$ cat src/rtl/digit_serial_pkg.sv
// Shared types and sizing helpers for the digit-serial adder/subtractor.
package digit_serial_pkg;

    typedef enum logic [1:0] {
        IDLE = 2'd0,
        RUN  = 2'd1,
        DONE = 2'd2
    } state_t;

    function automatic int ndig(input int width, input int digit);
        return width / digit;
    endfunction

    // A counter always needs at least one bit, even for a single-digit word.
    function automatic int cnt_width(input int n);
        return (n > 1) ? $clog2(n) : 1;
    endfunction

endpackage

$ cat src/rtl/digit_serial_adder_ripple_digit.sv
// One DIGIT-wide ripple-carry slice built from full-adder cells; reused every
// cycle of a digit-serial add.
module full_adder (
    input  logic a,
    input  logic b,
    input  logic ci,
    output logic s,
    output logic co
);
    assign s  = a ^ b ^ ci;
    assign co = (a & b) | (ci & (a ^ b));
endmodule

module ripple_digit #(
    parameter int DIGIT = 4
) (
    input  logic [DIGIT-1:0] a,
    input  logic [DIGIT-1:0] b,
    input  logic             ci,
    output logic [DIGIT-1:0] s,
    output logic             co,
    output logic             c_msb
);
    logic [DIGIT:0] c;

    assign c[0] = ci;

    for (genvar i = 0; i < DIGIT; i++) begin : g_fa
        full_adder u_fa (
            .a (a[i]),
            .b (b[i]),
            .ci(c[i]),
            .s (s[i]),
            .co(c[i+1])
        );
    end

    // Carry into the slice MSB is kept so the top can form signed overflow.
    assign co    = c[DIGIT];
    assign c_msb = c[DIGIT-1];
endmodule

$ cat src/rtl/digit_serial_adder.sv
// Digit-serial adder/subtractor: one DIGIT-wide slice per clock, carry held
// in a flop between digits, valid/ready on both sides.
//
// state | meaning
// IDLE  | no operation in flight, ready for operands
// RUN   | processing one digit per cycle, counter selects the digit
// DONE  | result presented on sum/cout/ovf with out_valid until accepted
module digit_serial_adder
    import digit_serial_pkg::*;
#(
    parameter int WIDTH = 32,
    parameter int DIGIT = 4
) (
    input  logic             clk,
    input  logic             rst_n,
    input  logic             in_valid,
    output logic             in_ready,
    input  logic [WIDTH-1:0] a,
    input  logic [WIDTH-1:0] b,
    input  logic             sub,
    input  logic             cin,
    output logic             out_valid,
    input  logic             out_ready,
    output logic [WIDTH-1:0] sum,
    output logic             cout,
    output logic             ovf
);
    localparam int NDIG = ndig(WIDTH, DIGIT);
    localparam int CW   = cnt_width(NDIG);
    localparam logic [CW-1:0] LAST = CW'(NDIG - 1);

    if ((DIGIT < 1) || (WIDTH % DIGIT != 0)) begin : g_bad_params
        $error("digit_serial_adder: WIDTH must be a positive multiple of DIGIT");
    end

    state_t            state;
    state_t            state_nxt;
    logic              accept;
    logic              last;

    logic [WIDTH-1:0]  op_a;
    logic [WIDTH-1:0]  op_b;
    logic [WIDTH-1:0]  res;
    logic [WIDTH-1:0]  res_nxt;
    logic              carry;
    logic [CW-1:0]     cnt;

    logic [DIGIT-1:0]  slice_s;
    logic              slice_co;
    logic              slice_cm;

    ripple_digit #(.DIGIT(DIGIT)) u_slice (
        .a    (op_a[DIGIT-1:0]),
        .b    (op_b[DIGIT-1:0]),
        .ci   (carry),
        .s    (slice_s),
        .co   (slice_co),
        .c_msb(slice_cm)
    );

    // Digits enter at the MSB side, so after NDIG cycles the word is aligned.
    if (DIGIT == WIDTH) begin : g_single
        assign res_nxt = slice_s;
    end else begin : g_multi
        assign res_nxt = {slice_s, res[WIDTH-1:DIGIT]};
    end

    always_ff @(posedge clk or negedge rst_n) begin
        if (!rst_n) begin
            state <= IDLE;
        end else begin
            state <= state_nxt;
        end
    end

    always_comb begin
        state_nxt = state;
        case (state)
            IDLE: if (in_valid) state_nxt = RUN;
            RUN:  if (last) state_nxt = DONE;
            DONE: if (out_ready) state_nxt = in_valid ? RUN : IDLE;
            default: state_nxt = IDLE;
        endcase
    end

    always_comb begin
        in_ready  = (state == IDLE) || ((state == DONE) && out_ready);
        out_valid = (state == DONE);
        accept    = in_valid && in_ready;
        last      = (state == RUN) && (cnt == LAST);
    end

    // Subtraction is a + ~b + ~borrow, so b is inverted and cin flipped at capture.
    always_ff @(posedge clk or negedge rst_n) begin
        if (!rst_n) begin
            op_a  <= '0;
            op_b  <= '0;
            res   <= '0;
            carry <= 1'b0;
            cnt   <= '0;
            sum   <= '0;
            cout  <= 1'b0;
            ovf   <= 1'b0;
        end else if (accept) begin
            op_a  <= a;
            op_b  <= b ^ {WIDTH{sub}};
            carry <= cin ^ sub;
            cnt   <= '0;
        end else if (state == RUN) begin
            op_a  <= op_a >> DIGIT;
            op_b  <= op_b >> DIGIT;
            res   <= res_nxt;
            carry <= slice_co;
            cnt   <= cnt + CW'(1);
            if (last) begin
                sum  <= res_nxt;
                cout <= slice_co;
                ovf  <= slice_co ^ slice_cm;
            end
        end
    end

endmodule

$ cat config.mk
export PLATFORM = sky130hd
export DESIGN_NAME = digit_serial_adder
export DESIGN_NICKNAME = d
export VERILOG_FILES = /design/src/rtl/digit_serial_pkg.sv /design/src/rtl/digit_serial_adder_ripple_digit.sv /design/src/rtl/digit_serial_adder.sv
export SDC_FILE = /design/constraint.sdc
export NUM_CORES = 1
export LEC_CHECK = 0
export ABC_AREA = 0
export BUFFER_PORTS_ARGS = -buffer_cell sky130_fd_sc_hd__buf_2
export CORE_AREA = 2 2 113 115
export CTS_CLUSTER_DIAMETER = 30
export CTS_CLUSTER_SIZE = 30
export DETAILED_ROUTE_END_ITERATION = 12
export DIE_AREA = 0 0 115 117
export PLACE_DENSITY = 0.77
export SYNTH_ARGS = -nofsm -noshare
export SYNTH_HDL_FRONTEND = slang
export SYNTH_SLANG_ARGS = --single-unit
$ cat constraint.sdc
create_clock -name clk -period 3.25 [get_ports clk]
set_input_delay 0.4875 -clock clk [delete_from_list [all_inputs] [get_ports clk]]
set_output_delay 0.4875 -clock clk [all_outputs]
set_load 0.05 [all_outputs]
==> flow_metrics.py, run 1 <==
metrics = {
    "placed_design": {
        "place_ws_ns": 0.8317,
        "port_buffers": 105,
        "hpwl_um": 7874,
        "gp_congestion": 0.7661,
        "placed_cells": 770,
        "place_area_um2": 6554,
    },
    "routing": {
        "drt_iter0_markers": 299,
        "vias": 4257,
        "ant_nets": 0,
        "drt-total-wl_um": 12300,
        "first_pass_iters": 4,
        "wl_per_cell_um": 15.33,
        "routed_via_density": 5.308,
        "drc_errors": 0,
    },
    "yosys": {
        "synthTopCellsByCount": "dfrtp_1 (132), nand2_1 (97), nand3_1 (58)",
        "netlist.area_leader.share_pct": 55.26,
        "ys_types": 27,
        "synth-edff-count": 0,
        "synth_top_area_cell": "dfrtp_1",
        "syn-instance-count": 550,
        "ys_seq_elements": 132,
        "synth_nets": 626,
        "yosysMostFrequentCell": "dfrtp_1",
        "yosysSeqAreaShare_pct": 55.26,
        "synthArstFlopShare_pct": 100.0,
        "yosys_warnings": 0,
        "syn-cell-area_um2": 5977,
        "synthFlopType": "dfrtp_1",
        "avgSynthCellArea_um2": 10.87,
        "synthTopCellsByArea": "dfrtp_1 (55%), mux2i_1 (8.5%), nand2_1 (6.1%)",
    },
    "critical_path": {
        "cp_top_family": "adder cells",
        "worst_path_most_repeated_cell": "fa_1",
        "required_ns": 3.55,
        "cp_num_buf_inv": 3,
        "critPathMaxFanout": 3,
        "arrival_ns": 2.71,
        "cpMaxStageDelayCell": "fa_1",
        "cp_cell_sequence": "inv_1 > fa_1 > inv_1 > fa_1 > fa_1 > inv_1 > fa_1 > mux2i_1 > mux2_2",
        "cpPeakStageDelay_ns": 0.47,
        "worstSetupPathType": "reg2reg",
        "end_kind": "flop",
        "cp-start-kind": "flop",
    },
    "sta": {
        "tns_ns": 0,
        "holdWs_ns": 0.1713,
        "period_share_pct": 74.12,
        "rsz0062_at_grt": "false",
        "hold_viol_final": 0,
        "max_freq_ghz": 0.4151,
        "period_minus_slack_ns": 2.409,
        "finalClockSkew_ns": 0.006411,
        "slew-limit-headroom_pct": 30.52,
        "fin_ws_ns": 0.8410,
        "finalSetupViolations": 0,
        "tightest_slew_ns": 1.042,
        "slew_viol_final": 0,
    },
    "worst_hold_path": {
        "holdCritPathClass": "in2async",
    },
    "final_layout": {
        "stdcell_count": 802,
        "multi_input_area_um2": 2445,
        "drive_above_1_share_pct": 27.30,
        "diodes": 0,
        "syn_to_final_growth_pct": 20.12,
        "final_core_util_pct": 58.31,
        "fillers": 1039,
        "nets": 715,
        "final_cell_area_um2": 7179,
        "regArea_um2": 3303,
    },
    "floorplanning": {
        "die_h_um": 117,
        "die_w_um": 115,
        "rows": 41,
        "coreArea_um2": 12310,
        "die_area_um2": 13460,
        "ios": 106,
        "initial_core_util_pct": 48.55,
    },
    "grt": {
        "overflow": 0,
        "grt_pass1_vias": 4194,
        "grt_first_pass_wirelength_um": 20710,
        "antenna_found_initial": 0,
        "grt_usage_pct": 19.99,
        "grt_max_degree": 103,
    },
    "clock_network": {
        "clock-root-buffer": "clkbuf_16",
        "hold_buffers": 0,
        "cts_buffers": 17,
        "insertion_delay_ns": 0.42,
        "cts_tree": "built",
        "clk_pin_slew_ns": 0.05,
        "cts.sinks": 132,
        "cts_buffer_depth": 2,
        "cts_resized": 0,
        "postCtsSetupBuffers": 0,
        "htreeDepth": 4,
    },
    "power": {
        "power_density_nw_per_um2": 1067,
        "leakagePower_nw": 3.559,
        "fin_total_pwr_mw": 7.658,
        "peakVddDrop_uv": 383.5,
    },
    "run_status": {
        "status": "finished, final reports clean",
    },
    "flow_run": {
        "drv_cap": 0,
    },
}
[registers in the layout (all words and copies together), names as in the netlist]
name	cells
carry	1
cnt	3
cout	1
op_a	32
op_b	32
ovf	1
res	28
state	2
sum	32
[logic make-up (layout without fill, tap and decap cells)]
kind of cell    after synthesis  after routing  share of synthesized area, %
buf+inv                      50            152                         4.124
mux                          82             82                         14.38
fa+ha+maj                     6              6                         1.758
simple gates                170            170                         12.56
flops                       132            132                         55.26
xor+xnor                     35             35                         5.129
compound gates               75             75                         6.783
[path summary, 6_finish.rpt]
path | depth (start not counted) | slack [ns] | end | startpoint
min reg2reg | 2 | 0.47 | res[4] | res[4]
max | 9 | 0.84 | carry | carry
max reg2reg | 9 | 0.84 | carry | carry
min | 1 | 0.17 | res[6] | rst_n
min in group clk | 3 | 0.29 | op_a[30] | a[30]
max in group asynchronous | 2 | 2.29 | op_b[7] | rst_n
[cells in the final DEF (no fill, tap or decap), drive strengths merged]
cell / instances
ha: 2
dfrtp: 132
bufinv: 4
mux2: 31
and2b: 1
o21ai: 66
nand2: 97
a221o: 6
nor2b: 3
fa: 4
a21oi: 3
xnor2: 1
nand3: 58
clkinv: 7
nand3b: 1
nand2b: 2
clkbuf: 21
mux2i: 51
buf: 113
and2: 7
inv: 7
nor2: 1
xor2: 34
[report_power, final]
part           internal, mW  switching [mW]  leakage (nW)
registers              2.36           0.429          1.69
clock network          1.33           0.673         0.316
logic                  1.01            1.85          1.55
[area by class of cell]
class / count / area share (%)
repair buffers: 113 / 8.243
clock buffers: 21 / 6.553
well taps: 150 / 2.614
flip-flops and latches: 132 / 46.01
clock inverters: 11 / 2.161
multi-input cells: 368 / 34.05
inverters: 7 / 0.3660
[per-layer routing]
metal	vias up	GRT usage, %	share of wire [%]
met5	-	0	0
met4	0	7.390	1.2
met3	13	5.716	5.9
met2	132	32.43	50
met1	2069	25.77	43
li1	2043	-	-
Power figures use the tool's default switching activity.
==> run 2, diff against run 1 <==
- PLACE_DENSITY: 0.77 -> 0.8
- clock period: 3.25 -> 2.2 ns (I/O delays scaled with it)
==> run 2 against run 1 <==
  * Core utilization rose by 1.5 points
  * Sequential power rose by 48%
  * Die area did not move
  * Sequential share of layout area fell by 1.1 points
  * Hold slack got worse by 0.030 ns
  * Flip-flop and latch count did not move
  * First-iteration DRC count fell by 29%
  * Routed wire length rose by 1.5%
  * Critical path depth did not move
  * Global-route usage barely moved
  * Via count rose by 1.6%
  * Critical endpoint unchanged
==> flow_metrics.py, run 2 (synthesized netlist as in run 1, its figures left out) <==
metrics = {
    "sta": {
        "period_share_pct": 96.58,
        "finalSetupViolations": 0,
        "slew_viol_final": 0,
        "finalClockSkew_ns": 0.006099,
        "rsz0062_at_grt": "true",
        "fin_ws_ns": 0.07524,
        "tightest_slew_ns": 0.6081,
        "hold_viol_final": 0,
        "period_minus_slack_ns": 2.125,
        "slew-limit-headroom_pct": 59.46,
        "max_freq_ghz": 0.4706,
    },
    "clock_network": {
        "cts.sinks": 132,
        "insertion_delay_ns": 0.42,
        "cts_tree": "built",
        "clock-root-buffer": "clkbuf_16",
        "htreeDepth": 4,
        "clk_pin_slew_ns": 0.06,
        "cts_buffer_depth": 2,
        "cts_buffers": 17,
        "postCtsSetupBuffers": 0,
    },
    "run_status": {
        "status": "finished, final reports clean",
    },
    "placed_design": {
        "port_buffers": 105,
        "gp_congestion": 0.7785,
        "place_ws_ns": -0.1205,
        "place_area_um2": 6714,
        "hpwl_um": 8515,
    },
    "critical_path": {
        "cp-start-kind": "flop",
        "cpPeakStageDelay_ns": 0.40,
        "worstSetupPathType": "reg2reg",
        "cp_num_buf_inv": 3,
        "r2r_slack_ns": 0.08,
        "cpMaxStageDelayCell": "dfrtp_1",
        "end_kind": "flop",
        "cp_cell_sequence": "inv_2 > fa_1 > inv_2 > fa_2 > fa_2 > inv_2 > fa_2 > mux2i_1 > mux2_2",
        "ff2ff_path_depth": 9,
        "required_ns": 2.50,
        "r2r-end": "carry",
        "critPathMaxFanout": 3,
        "cp_top_family": "adder cells",
        "arrival_ns": 2.43,
        "r2r-start": "op_a[0]",
    },
    "grt": {
        "grt_first_pass_wirelength_um": 20840,
        "grt_max_degree": 66,
        "antenna_found_initial": 0,
        "grt_usage_pct": 20.01,
        "grt_pass1_vias": 4264,
        "overflow": 0,
    },
    "final_layout": {
        "final_cell_area_um2": 7360,
        "diodes": 0,
        "fillers": 1018,
        "final_cell_mix": "dfrtp_1 (132), buf_2 (104), nand2_1 (97)",
        "syn_to_final_growth_pct": 23.13,
        "mostFrequentLayoutCell": "dfrtp_1",
        "final_core_util_pct": 59.78,
        "nets": 728,
        "drive_above_1_share_pct": 29.62,
        "reg_top3": "op_a: 32 flops, op_b: 32 flops, sum: 32 flops",
    },
    "worst_hold_path": {
        "holdCritPathClass": "in2reg",
        "hold_depth": 3,
        "min_from": "a[27]",
        "min_to": "op_a[27]",
    },
    "routing": {
        "drc_errors": 0,
        "wl_per_cell_um": 15.31,
        "drt_iter0_markers": 213,
        "ant_nets": 0,
        "first_pass_iters": 5,
        "vias": 4325,
        "routed_via_density": 5.307,
        "drt-total-wl_um": 12480,
    },
    "floorplanning": {
        "coreArea_um2": 12310,
        "ios": 106,
        "die_h_um": 117,
        "initial_core_util_pct": 48.55,
        "die_area_um2": 13460,
        "rows": 41,
        "die_w_um": 115,
    },
    "flow_run": {
        "drv_cap": 0,
    },
    "power": {
        "power_density_nw_per_um2": 1567,
        "fin_total_pwr_mw": 11.53,
        "peakVddDrop_uv": 572.1,
        "leakagePower_nw": 3.626,
    },
}
## run 2: stage by stage
step	setup TNS, ns	hold slack [ns]	cells
after floorplan	0	0.03441	550
after global placement	-0.004952	0.3391	782
after detailed placement	-0.4422	0.3507	782
after CTS	0	0.1272	815
after global routing	-0.01191	0.1455	815
final	0	0.1410	815
## run 2: worst max-delay path by stage
stage	end	cells past startpoint	slack [ns]	start
2_1_floorplan	carry	9	0.04	carry
3_3_place_gp	carry	9	-0.005	carry
3_5_place_dp	carry	9	-0.12	carry
4_1_cts	ovf	9	0.02	op_a[0]
5_1_grt	carry	9	-0.01	carry
6_report	carry	9	0.08	op_a[0]
## run 2: power by group
part	switching (mW)	total [mW]	leakage [nW]	internal, mW
Combinational	2.77	4.41	1.63	1.64
Clock	1.03	2.99	0.302	1.95
Sequential	0.649	4.14	1.69	3.49
Total	4.45	11.5	3.63	7.08
## run 2: what timing repair did
action / in CTS / in global routing
cloned: 0 / 0
endpoints found under the hold margin: 58 / 0
gates resized for setup: 4 / 3
pin swaps: 3 / 1
hold buffers: 1 / 0
setup endpoints to repair: 4 / 4
## run 2: cell type report
type	instances	area [um^2]	area share, %
Clock buffer	20	456.7	6.205
Clock inverter	12	178.9	2.431
Inverter	7	26.28	0.3570
Multi-Input combinational cell	368	2452	33.32
Sequential cell	132	3303	44.88
Tap cell	150	187.7	2.550
Timing Repair Buffer	126	754.5	10.25
## run 2: per-layer routing
metal / up-vias / share of wire [%] / track usage [%]
met2: 125 / 50 / 32.55
met5: - / 0 / 0
li1: 2072 / - / -
met1: 2106 / 44 / 26.10
met4: 0 / 1.9 / 8.434
met3: 22 / 4.3 / 4.531
## run 2: worst register-to-register path: stages (launching register included)
cell and delay (ns):
dfrtp_1 0.40, inv_2 0.07, fa_1 0.18, inv_2 0.05, fa_2 0.35, fa_2 0.36, inv_2 0.07, fa_2 0.22
mux2i_1 0.07, mux2_2 0.26
